<file path="config.mk">
export PLATFORM = sky130hd
export DESIGN_NAME = gpio_cfg_writer
export DESIGN_NICKNAME = d
export VERILOG_FILES = /design/src/rtl/gpio_cfg_writer.sv
export SDC_FILE = /design/constraint.sdc
export NUM_CORES = 1
export LEC_CHECK = 0
export ABC_AREA = 1
export CAP_MARGIN = 20
export CORE_UTILIZATION = 30
export CTS_CLUSTER_DIAMETER = 120
export CTS_CLUSTER_SIZE = 20
export DETAILED_ROUTE_END_ITERATION = 8
export PLACE_DENSITY_LB_ADDON = 0.05
export RECOVER_POWER = 50
export SETUP_SLACK_MARGIN = 0.05
export SLEW_MARGIN = 15
export SYNTH_ARGS = -nofsm -noshare
export SYNTH_HDL_FRONTEND = slang
export SYNTH_SLANG_ARGS = --single-unit
</file>
<file path="constraint.sdc">
create_clock -name clk -period 2.95 [get_ports clk]
set_input_delay 0.4425 -clock clk [delete_from_list [all_inputs] [get_ports clk]]
set_output_delay 0.4425 -clock clk [all_outputs]
set_load 0.005 [all_outputs]
</file>
<file path="src/rtl/gpio_cfg_writer.sv">
// Transmit side of the PS->PL GPIO config-write protocol: buffers (addr, data)
// requests in a FWFT FIFO and serialises each onto gpio_out = {w_clk, data, addr}.
module gpio_cfg_writer #(
    parameter int unsigned ADDR_W        = 16,
    parameter int unsigned DATA_W        = 8,
    parameter int unsigned WCLK_BIT      = 24,
    parameter int unsigned FIFO_AW       = 4,
    parameter int unsigned SETUP_CYCLES  = 4,
    parameter int unsigned STROBE_CYCLES = 4,
    parameter int unsigned GAP_CYCLES    = 4,
    // Reset value of words_sent; non-zero only in test builds exercising the wrap
    parameter logic [15:0] SENT_INIT     = '0
) (
    input  logic                 clk,
    input  logic                 rst,
    input  logic                 req_valid,
    output logic                 req_ready,
    input  logic [ADDR_W-1:0]    req_addr,
    input  logic [DATA_W-1:0]    req_data,
    output logic [WCLK_BIT:0]    gpio_out,
    output logic                 busy,
    output logic [FIFO_AW:0]     fifo_count,
    output logic [15:0]          words_sent
);

    localparam int unsigned DEPTH = 2 ** FIFO_AW;
    localparam int unsigned PW    = ADDR_W + DATA_W;
    localparam int unsigned CW    = 16;

    localparam logic [CW-1:0] SETUP_LAST  = CW'(SETUP_CYCLES - 1);
    localparam logic [CW-1:0] STROBE_LAST = CW'(STROBE_CYCLES - 1);
    localparam logic [CW-1:0] GAP_LAST    = CW'(GAP_CYCLES - 1);

    typedef enum logic [1:0] {
        IDLE,
        SETUP,
        STROBE,
        GAP
    } state_t;

    state_t state, state_d;

    logic [PW-1:0]      mem [DEPTH];
    logic [FIFO_AW-1:0] wr_ptr, rd_ptr;
    logic [FIFO_AW:0]   count;
    logic               empty, full, push, pop;

    logic [CW-1:0]      phase, phase_d;
    logic [PW-1:0]      word_q;
    logic               wclk_q, wclk_d;
    logic               load, done;
    logic [15:0]        sent_q;

    // count never exceeds DEPTH, so its MSB alone marks full
    assign full      = count[FIFO_AW];
    assign empty     = (count == '0);
    assign req_ready = ~full & ~rst;
    assign push      = req_valid & req_ready;

    always_comb begin
        state_d = state;
        phase_d = phase;
        pop     = 1'b0;
        load    = 1'b0;
        done    = 1'b0;
        case (state)
            IDLE: begin
                if (!empty) begin
                    pop     = 1'b1;
                    load    = 1'b1;
                    phase_d = '0;
                    state_d = SETUP;
                end
            end
            SETUP: begin
                if (phase == SETUP_LAST) begin
                    phase_d = '0;
                    state_d = STROBE;
                end else begin
                    phase_d = phase + 1'b1;
                end
            end
            STROBE: begin
                if (phase == STROBE_LAST) begin
                    phase_d = '0;
                    state_d = GAP;
                end else begin
                    phase_d = phase + 1'b1;
                end
            end
            GAP: begin
                if (phase == GAP_LAST) begin
                    done    = 1'b1;
                    phase_d = '0;
                    if (!empty) begin
                        pop     = 1'b1;
                        load    = 1'b1;
                        state_d = SETUP;
                    end else begin
                        state_d = IDLE;
                    end
                end else begin
                    phase_d = phase + 1'b1;
                end
            end
            default: state_d = IDLE;
        endcase
        // Strobe is registered from the next state so it toggles only on phase edges
        wclk_d = (state_d == STROBE);
    end

    always_ff @(posedge clk) begin
        if (push) begin
            mem[wr_ptr] <= {req_data, req_addr};
        end
    end

    always_ff @(posedge clk) begin
        if (rst) begin
            state  <= IDLE;
            phase  <= '0;
            word_q <= '0;
            wclk_q <= 1'b0;
            wr_ptr <= '0;
            rd_ptr <= '0;
            count  <= '0;
            sent_q <= SENT_INIT;
        end else begin
            state  <= state_d;
            phase  <= phase_d;
            wclk_q <= wclk_d;
            if (load) begin
                word_q <= mem[rd_ptr];
            end
            if (push) begin
                wr_ptr <= wr_ptr + 1'b1;
            end
            if (pop) begin
                rd_ptr <= rd_ptr + 1'b1;
            end
            case ({push, pop})
                2'b10:   count <= count + 1'b1;
                2'b01:   count <= count - 1'b1;
                default: count <= count;
            endcase
            if (done) begin
                sent_q <= sent_q + 1'b1;
            end
        end
    end

    always_comb begin
        gpio_out           = '0;
        gpio_out[PW-1:0]   = word_q;
        gpio_out[WCLK_BIT] = wclk_q;
    end

    assign busy       = (count != '0) || (state != IDLE);
    assign fifo_count = count;
    assign words_sent = sent_q;

endmodule

</file>
==> impl_metrics.tcl <==
set metrics [dict create \
    place.gp.congestion 0.812 \
    grtUsageTotal_pct 17.5 \
    wl_per_cell_um 19.2 \
    seq_area_frac_synth_pct 63.7 \
    pwr-share-comb_pct 30.4 \
    start_util_pct 30.3 \
    coreArea_sq_mm 0.0672 \
    internal-power_w 0.0106 \
    synth.avg_cell_area_sq_um 9.35 \
    async_flop_share_pct 0 \
    leakagePower_nw 9.50 \
    synth_nets 2224 \
    syn_to_final_growth_pct 14.2 \
    critPathMaxFanout 9 \
    setup_viol 0 \
    htreeDepth 1 \
    path_cells "inv_1 -> ha_1 -> clkinv_1 -> buf_4 -> nor2_1 -> inv_1 -> clkdlybuf4s50_1" \
    ant_nets 0 \
    startpoint_type "flop" \
    switching_share_pct 35.0 \
    clk_pin_slew_ns 0.09 \
    hold_path_end "phase[1]$_SDFFE_PP0P_" \
    grt.overflow.total 0 \
    r2r-end "fifo_count[4]$_SDFFE_PP0P_" \
    drive_above_1_share_pct 5.24 \
    min_path_type "reg2reg" \
    total_power_w 0.0163 \
    r2r_cells 20 \
    yosys_register_bits 456 \
    cts_root_buffer "clkbuf_16" \
    cp_top_family "buffers and inverters" \
    p_clk_share_pct 24.4 \
    io_pins 75 \
    port_buffers 74 \
    reg2reg_slack_ns 0.28 \
    via_count 14091 \
    min-delay-start "phase[1]$_SDFFE_PP0P_" \
    rsz0062_at_grt "no" \
    num_rows 95 \
    pwr_density_cell_mw_per_mm2 700 \
    finalSetupTns_ns 0 \
    max_stage_delay_ns 0.44 \
    end_kind "output pin" \
    max_slew_margin_pct 25.4 \
    ys_types 32 \
    clock-sinks 456 \
    period_share_pct 90.6 \
    cts_hold_buf 0 \
    maxCapViolCount 0 \
    synth_ff_type "edfxtp_1" \
    grt_pass1_wl_mm 91.8 \
    seqPwrFrac_pct 45.2 \
    die_x_um 263 \
    cp.arrival_ns 2.23 \
    post-cts-setup-buffers 0 \
    synth_area_sq_mm 0.0204 \
    netSwitchingPower_w 0.00571 \
    r2r_start "phase[0]$_SDFFE_PP0P_" \
    holdPathStages 2 \
    vias_per_cell 4.48 \
    crit_top_cell "inv_1" \
    grt_max_degree 106 \
    drv_slew 0 \
    yosys_warnings 0 \
    ir_drop_v 0.000424 \
    drcViolationCount 0 \
    clk_latency_ns 0.60 \
    nNetsFinal 2293 \
    grt_pass1_vias 14006 \
    finalHoldViolCount 0 \
    netlist_instances 2180 \
    outcome "finished, final reports clean" \
    clock_skew_ns 0.0187 \
    dp_hpwl_mm 38.0 \
    finalCriticalPeriod_ns 2.67 \
    worst_pin_slew_ns 1.12 \
    fmax_mhz 374 \
    routed_wl_mm 60.4 \
    drt_iter0_drc 1081 \
    critPathKind "reg2out" \
    cp.required_ns 2.51 \
    fp.dieArea_sq_mm 0.0690 \
    antenna_found_initial 1 \
    slowest_stage "clkdlybuf4s50_1" \
    dieHeight_um 263 \
    numCtsBuffers 26 \
    cts_tree "built" \
    dr.pass1.iters 5 \
    clk_path_buf_depth 3 \
    worst-path-buf-inv 5 \
    synth_edf_count 384 \
]
sequential cells by signal, summed over array words and instances, names as in the netlist:
register,count
fifo_count,5
mem,384
phase,16
rd_ptr,4
state,2
wclk_q,1
word_q,24
words_sent,16
wr_ptr,4
power by group through the flow:
stage	Combinational [W]	Clock [W]	Sequential, W
floorplan	0.00313	0	0.00747
detailed placement	0.00507	0	0.00751
global route	0.00561	0.00437	0.00739
global placement	0.00509	0	0.00751
finish	0.00496	0.00398	0.00736
CTS	0.00509	0.00415	0.00737
Yosys cell counts, types with 14 or more instances:
library cell  number  area, sq um
nor3_1            14         70.1
nand2_1          674         2530
clkbuf_1          28          105
edfxtp_1         384        11500
nand2_2           14         87.6
a21oi_1           44          220
buf_2             54          270
ha_1              16          200
nor2_1           117          439
nand3_1          325         1630
dfxtp_1           72         1440
inv_1            366         1370
worst max-delay path by stage:
| stage | startpoint | to | slack, ns | depth (start not counted) |
|---|---|---|---|---|
| after detailed placement | phase[0]$_SDFFE_PP0P_ | fifo_count[4]$_SDFFE_PP0P_ | 0.22 | 20 |
| after floorplan | rst | mem[11][0]$_DFFE_PP_ | 0.39 | 6 |
| after CTS | phase[0]$_SDFFE_PP0P_ | fifo_count[4]$_SDFFE_PP0P_ | 0.19 | 20 |
| final | state[1]$_SDFF_PP0_ | busy | 0.28 | 7 |
| after global routing | phase[0]$_SDFFE_PP0P_ | fifo_count[4]$_SDFFE_PP0P_ | 0.08 | 20 |
| after global placement | phase[0]$_SDFFE_PP0P_ | fifo_count[4]$_SDFFE_PP0P_ | 0.21 | 20 |
stage by stage:
stage	instances	cell area [sq um]	utilization, %	worst slack [ns]	hold WS, ns
after global placement	3094	22600	33.6	0.211	0.479
after floorplan	2180	20400	-	0.389	0.475
final	3144	23300	34.7	0.276	0.510
after detailed placement	3094	22600	33.6	0.224	0.488
after global routing	3142	23300	34.6	0.0777	0.556
after CTS	3142	23400	34.8	0.186	0.503
tightest hold or removal path, stage by stage (launching register included):
cell     delay [ns]
dfxtp_1        0.35
nand2_1        0.07
a21oi_1        0.06
routing by layer:
metal  global-route usage [%]  share of wire (%)  up-vias
li1                         -                  -     7086
met1                     24.5                 47     6770
met2                     29.4                 48      193
met3                     1.66                3.0       42
met4                     3.69                1.7        0
met5                        0                  0        -
cell families after synthesis:
kind of cell	synth area share (%)
adder cells (fa/ha/maj)	1.08
flip-flops	63.7
AO/OA/AOI/OAI	1.57
buffers and inverters	9.21
AND/OR/NAND/NOR	24.1
XOR/XNOR	0.387
placed cells by master (no fill, tap or decap), types with 2 or more instances in the layout:
cell type / instances
a21oi_1: 44
buf_12: 19
buf_4: 23
clkbuf_1: 39
clkbuf_16: 28
clkbuf_2: 2
clkdlybuf4s50_1: 47
clkinv_1: 4
dfxtp_1: 68
dfxtp_2: 2
dfxtp_4: 2
diode_2: 2
dlygate4sd3_1: 27
edfxtp_1: 384
ha_1: 15
inv_1: 365
inv_2: 3
nand2_1: 674
nand2_2: 14
nand2_4: 2
nand3_1: 325
nand3b_1: 2
nand4_1: 7
nor2_1: 106
nor2_2: 5
nor2_4: 13
nor3_1: 14
o211ai_1: 2
o21ai_0: 13
or2_2: 2
xor2_1: 8
layout make-up:
cell class	count	area [sq um]
Tap cell	873	1090
Sequential cell	456	13000
Multi-Input combinational cell	1254	5630
Antenna cell	2	5.00
Clock buffer	48	776
Fill cell	6772	43900
Inverter	374	1410
Timing Repair Buffer	137	1380
what timing repair did:
action                                  4_1_cts  5_1_grt
endpoints found under the setup margin        0        1
resized for setup                             0        2
hold endpoints to repair                      0        0
Power figures use the tool's default switching activity.
